==> src/rtl/seq_comparator_if.sv <==
// Operand/result bundle for the chunked sequential comparator.
// start, is_signed, a and b are sampled on the rising clock edge; results hold until the next accepted start.
interface seq_comparator_if #(
    parameter int WIDTH = 32
);
    logic             start;
    logic             is_signed;
    logic [WIDTH-1:0] a;
    logic [WIDTH-1:0] b;
    logic             busy;
    logic             done;
    logic             gt;
    logic             lt;
    logic             eq;

    modport master (
        output start, is_signed, a, b,
        input  busy, done, gt, lt, eq
    );

    modport slave (
        input  start, is_signed, a, b,
        output busy, done, gt, lt, eq
    );
endinterface

==> src/rtl/seq_comparator.sv <==
// Sequential magnitude comparator: checks one CHUNK-bit slice per cycle, MS slice first, and stops early
// on the first unequal slice. done pulses for one cycle; gt/lt/eq hold until the next accepted start.
module seq_comparator #(
    parameter int WIDTH = 32,
    parameter int CHUNK = 8
) (
    input  logic               clk,
    input  logic               n_rst,
    seq_comparator_if.slave    bus,
    output logic [1:0]         dbg_state
);
    localparam int NCHUNK = WIDTH / CHUNK;
    localparam int IDX_W  = (NCHUNK > 1) ? $clog2(NCHUNK) : 1;
    localparam logic [IDX_W-1:0] TOP_IDX = IDX_W'(NCHUNK - 1);

    typedef enum logic [1:0] {
        IDLE    = 2'd0,
        COMPARE = 2'd1,
        DONE    = 2'd2
    } state_t;

    state_t           state;
    logic [IDX_W-1:0] idx;
    logic [WIDTH-1:0] a_q;
    logic [WIDTH-1:0] b_q;
    logic             sgn_q;
    logic             busy_q;
    logic             done_q;
    logic             gt_q;
    logic             lt_q;
    logic             eq_q;

    logic [CHUNK-1:0] slice_a;
    logic [CHUNK-1:0] slice_b;
    logic             slice_gt;
    logic             slice_lt;

    // Inverting the sign bit maps two's complement onto unsigned order, so one comparator serves both modes.
    always_comb begin
        slice_a = a_q[idx*CHUNK +: CHUNK];
        slice_b = b_q[idx*CHUNK +: CHUNK];
        if (sgn_q && (idx == TOP_IDX)) begin
            slice_a[CHUNK-1] = ~slice_a[CHUNK-1];
            slice_b[CHUNK-1] = ~slice_b[CHUNK-1];
        end
        slice_gt = (slice_a > slice_b);
        slice_lt = (slice_a < slice_b);
    end

    always_ff @(posedge clk or negedge n_rst) begin
        if (!n_rst) begin
            state  <= IDLE;
            idx    <= '0;
            a_q    <= '0;
            b_q    <= '0;
            sgn_q  <= 1'b0;
            busy_q <= 1'b0;
            done_q <= 1'b0;
            gt_q   <= 1'b0;
            lt_q   <= 1'b0;
            eq_q   <= 1'b0;
        end else begin
            case (state)
                IDLE: begin
                    if (bus.start) begin
                        a_q    <= bus.a;
                        b_q    <= bus.b;
                        sgn_q  <= bus.is_signed;
                        idx    <= TOP_IDX;
                        gt_q   <= 1'b0;
                        lt_q   <= 1'b0;
                        eq_q   <= 1'b0;
                        busy_q <= 1'b1;
                        state  <= COMPARE;
                    end
                end
                COMPARE: begin
                    if (slice_gt || slice_lt || (idx == '0)) begin
                        gt_q   <= slice_gt;
                        lt_q   <= slice_lt;
                        eq_q   <= ~(slice_gt | slice_lt);
                        busy_q <= 1'b0;
                        done_q <= 1'b1;
                        state  <= DONE;
                    end else begin
                        idx <= idx - 1'b1;
                    end
                end
                DONE: begin
                    done_q <= 1'b0;
                    state  <= IDLE;
                end
                default: begin
                    busy_q <= 1'b0;
                    done_q <= 1'b0;
                    state  <= IDLE;
                end
            endcase
        end
    end

    assign bus.busy  = busy_q;
    assign bus.done  = done_q;
    assign bus.gt    = gt_q;
    assign bus.lt    = lt_q;
    assign bus.eq    = eq_q;
    assign dbg_state = state;
endmodule

==> src/flat_wrapper.sv <==
// flat-port wrapper written by rule: the top's interface ports become plain ports
module seq_comparator_flat 
#(
    parameter int WIDTH = 32,
    parameter int CHUNK = 8
)
  (clk, n_rst, dbg_state, bus_start, bus_is_signed, bus_a, bus_b, bus_busy, bus_done, bus_gt, bus_lt, bus_eq);
  seq_comparator_if #(.WIDTH(WIDTH)) bus_i ();
  input  logic clk;
  input  logic n_rst;
  output logic [1:0] dbg_state;
  input wire logic [$bits(bus_i.start)-1:0] bus_start;
  input wire logic [$bits(bus_i.is_signed)-1:0] bus_is_signed;
  input wire logic [$bits(bus_i.a)-1:0] bus_a;
  input wire logic [$bits(bus_i.b)-1:0] bus_b;
  output wire logic [$bits(bus_i.busy)-1:0] bus_busy;
  output wire logic [$bits(bus_i.done)-1:0] bus_done;
  output wire logic [$bits(bus_i.gt)-1:0] bus_gt;
  output wire logic [$bits(bus_i.lt)-1:0] bus_lt;
  output wire logic [$bits(bus_i.eq)-1:0] bus_eq;
  assign bus_i.start = bus_start;
  assign bus_i.is_signed = bus_is_signed;
  assign bus_i.a = bus_a;
  assign bus_i.b = bus_b;
  assign bus_busy = bus_i.busy;
  assign bus_done = bus_i.done;
  assign bus_gt = bus_i.gt;
  assign bus_lt = bus_i.lt;
  assign bus_eq = bus_i.eq;
  seq_comparator #(.WIDTH(WIDTH), .CHUNK(CHUNK)) u_core (.clk(clk), .n_rst(n_rst), .bus(bus_i), .dbg_state(dbg_state));
endmodule
==> config.mk <==
export PLATFORM = sky130hd
export DESIGN_NAME = seq_comparator_flat
export DESIGN_NICKNAME = d
export VERILOG_FILES = /design/src/rtl/seq_comparator_if.sv /design/src/rtl/seq_comparator.sv /design/src/flat_wrapper.sv
export SDC_FILE = /design/constraint.sdc
export NUM_CORES = 1
export LEC_CHECK = 0
export CELL_PAD_IN_SITES_DETAIL_PLACEMENT = 1
export CELL_PAD_IN_SITES_GLOBAL_PLACEMENT = 1
export CORE_ASPECT_RATIO = 1.1
export CORE_MARGIN = 2
export CORE_UTILIZATION = 40
export CTS_BUF_LIST = sky130_fd_sc_hd__clkbuf_4
export DETAILED_ROUTE_END_ITERATION = 10
export PLACE_DENSITY = 0.8
export SYNTH_ARGS = -nofsm -noshare
export SYNTH_HDL_FRONTEND = slang
export SYNTH_SLANG_ARGS = --single-unit
==> constraint.sdc <==
create_clock -name clk -period 2.93 [get_ports clk]
set_input_delay 0.293 -clock clk [delete_from_list [all_inputs] [get_ports clk]]
set_output_delay 0.293 -clock clk [all_outputs]
set_load 0.02 [all_outputs]
==> results.yml <==
run_status:
  result_of_the_run: "finished clean"
yosys:
  post_synth.cell_area_avg_sq_um: 9.533
  synth.net_count: 443
  synth-edff-count: 0
  dominant_combinational_cell_family_by_area_after_synthesis: "simple AND/OR/NAND/NOR gates"
  synth_simple_gate_area_share: 0.2463
  synthMuxAreaShare: 0.1093
  post_synthesis_register_bit_count: 74
  ys_seq_area_frac: 0.5322
  netlist_top_cells_area: "sky130_fd_sc_hd__dfrtp_1, sky130_fd_sc_hd__nand2_1, sky130_fd_sc_hd__mux4_2"
  synth_warnings: 0
  postSynthCellCount: 365
  synth_adder_area_share: 0.03596
  netlist.area_leader.share: 0.5322
  post_synth_instance_area_sq_um: 3480
  netlist-cell-type-count: 30
  asyncSetResetFlopFracSynth: 1.000
  ys.flop_type: "sky130_fd_sc_hd__dfrtp_1"
  post_synth_xor_area_fraction: 0.005034
  synth.most_common_cell: "sky130_fd_sc_hd__nand2_1"
  most_area_hungry_cell_type_in_the_yosys_netlist: "sky130_fd_sc_hd__dfrtp_1"
  synth-compound-area-share: 0.03200
  synth.top_cells.by_count: "sky130_fd_sc_hd__nand2_1, sky130_fd_sc_hd__dfrtp_1, sky130_fd_sc_hd__mux4_2"
sta:
  hold_viol_final: 0
  timing.final.crit_period_ns: 2.804
  report.final.slew_viol_count: 0
  achievable-frequency_mhz: 356.7
  timing.clock.skew_ns: 0.01808
  tightestPinTransition_ns: 0.9377
  grt_setup_unrepaired: "no"
  whs_ns: 0.002654
  worst_slew_margin_rel: 0.3749
  fin_tns_setup_ns: 0
  setup_violations: 0
  timing.final.crit_share: 0.9569
  worst_slack_ns: 0.1264
floorplanning:
  design.die.area_sq_um: 9462
  die_y_um: 101.8
  core-area_sq_um: 8408
  number_of_placement_rows: 35
  io_pins: 75
  die_width_um: 92.93
  initial_core_util: 0.4138
critical_path:
  cp_data_required_time_ns: 3.26
  critPathLaunchType: "flip-flop"
  critical_path.max_fanout: 10
  rr_endpoint: "u_core.bus.gt"
  critPathLaunch: "u_core.idx[0]"
  critical_path.endpoint_type: "flip-flop"
  timing_worst_setup_path_type: "flip-flop to flip-flop"
  ff2ff_setup_slack_ns: 0.13
  worst_r2r_path_depth: 10
  worstPathArrival_ns: 3.14
  r2r_start: "u_core.idx[0]"
clock_tree:
  cts_hold_buffers: 0
  cts_setup_buffers: 0
  ctsHtreeMaxLevel: 3
  tritoncts_clock_tree: "done"
  cts_buffers: 9
  cts.root.buffer_cell: "sky130_fd_sc_hd__clkbuf_4"
  clock_path_buffers: 2
  clock_sinks: 74
  cts.reportedPaths.clkPinSlew_ns: 0.12
  clock_latency_ns: 0.41
global_routing:
  pin_count_of_the_biggest_net_entering_global_routing: 75
  first_global_vias: 3033
  antenna_found_initial: 1
  grt_usage: 0.1998
  grt_overflow: 0
  grt_pass1_wl_um: 14530
job:
  cap_viol_max_count: 0
final_layout:
  final_non_filler_cell_area_sq_um: 4529
  ratio_of_cells_with_drive_above_1_in_the_final_layout: 0.1084
  nets: 516
  layout-area-overhead-vs-synth_pct: 30.17
  filler_cell_count: 970
  multi_input_area_sq_um: 1495
  final-seq-area_sq_um: 1853
placement:
  gp_congestion: 0.7672
  number_of_i_o_port_buffers: 74
  hpwlAfterDp_um: 6298
  dp_slack_ns: 0.1953
  post_dp_cell_area_sq_um: 4339
power:
  finalPower_mw: 3.537
  power_density_nw_per_um2: 780.8
  p_leak_nw: 2.310
  irDropWorstVdd_mv: 0.2380
detailed_routing:
  detailedRoute.firstPassIterationCount: 5
  antenna_violating_nets_post_route: 0
  vias: 2778
  vias_per_cell: 5.005
  post-route-drc-count: 0
  detail_route.wirelength_um: 8789
  wl_per_cell_um: 15.84
  drtIter0Drc: 150
worst_hold_path:
  hold_class: "input port to asynchronous set/reset pin"
-- cell usage in the layout, fill, tap and decap left out, types with 4 or more instances in the layout --
cell type	n
sky130_fd_sc_hd__ha_1	10
sky130_fd_sc_hd__clkbuf_4	9
sky130_fd_sc_hd__a21oi_1	4
sky130_fd_sc_hd__dfrtp_1	73
sky130_fd_sc_hd__buf_4	5
sky130_fd_sc_hd__clkdlybuf4s50_1	73
sky130_fd_sc_hd__inv_1	12
sky130_fd_sc_hd__mux4_2	16
sky130_fd_sc_hd__nand2_1	201
sky130_fd_sc_hd__nor2_1	5
-- layer usage --
metal	wire length [um]	up-vias	GRT usage
met3	307	13	0.03982
li1	-	1317	-
met1	3741	1380	0.2391
met2	4548	68	0.3612
met5	0	-	0
met4	191	0	0.07014
-- state kept, by name (all words and copies together) (netlist names) --
register	flops
u_core.idx	2
u_core.bus.done	1
u_core.dbg_state	2
u_core.bus.eq	1
u_core.bus.lt	1
u_core.bus.gt	1
u_core.sgn_q	1
u_core.bus.busy	1
u_core.a_q	32
u_core.b_q	32
-- metrics by stage --
stage | std cells | util
CTS | 553 | 0.5353
detailed placement | 537 | 0.5161
floorplan | 365 | -
finish | 555 | 0.5387
global placement | 537 | 0.5161
global route | 555 | 0.5387
-- critical path, cell delays in order (launching register included) --
cell,delay [ns]
sky130_fd_sc_hd__dfrtp_2,0.44
sky130_fd_sc_hd__buf_12,0.16
sky130_fd_sc_hd__mux4_2,0.53
sky130_fd_sc_hd__xnor2_1,0.17
sky130_fd_sc_hd__ha_1,0.34
sky130_fd_sc_hd__nand4_1,0.25
sky130_fd_sc_hd__nor3_1,0.36
sky130_fd_sc_hd__o31ai_2,0.13
sky130_fd_sc_hd__nand2_1,0.13
sky130_fd_sc_hd__inv_1,0.07
sky130_fd_sc_hd__o22ai_1,0.13
-- power by group --
| part | switching (mW) | leakage [nW] | internal, mW |
|---|---|---|---|
| Combinational | 0.664 | 1.32 | 0.597 |
| Sequential | 0.210 | 0.907 | 1.35 |
| Clock | 0.368 | 0.0835 | 0.344 |
-- cell families after synthesis --
family	count (synthesis)
multiplexers	18
XOR/XNOR	2
adder cells (fa/ha/maj)	10
AO/OA/AOI/OAI	15
buffers and inverters	31
AND/OR/NAND/NOR	215
flip-flops	74
-- final cells by class --
class	instances	area share
diodes	1	0.0005525
inverters	12	0.009945
flip-flops and latches	74	0.4091
well taps	111	0.03066
repair buffers	81	0.1840
clock inverters	7	0.02072
multi-input cells	260	0.3301
clock buffers	9	0.01492
-- timing repair --
action                     4_1_cts  5_1_grt
hold endpoints to repair         0        0
setup endpoints to repair        0        4
gates resized for setup          0        1
-- worst max-delay path by stage --
stage / end / slack (ns) / cells after the start
after floorplan: u_core.idx[0] / 0.29 / 9
after global placement: u_core.bus.lt / 0.33 / 9
after detailed placement: u_core.bus.lt / 0.20 / 9
after CTS: u_core.idx[1] / 0.16 / 9
after global routing: u_core.idx[1] / 0.003 / 9
final: u_core.bus.gt / 0.13 / 10
No activity file was read; power rests on OpenSTA's default activity.
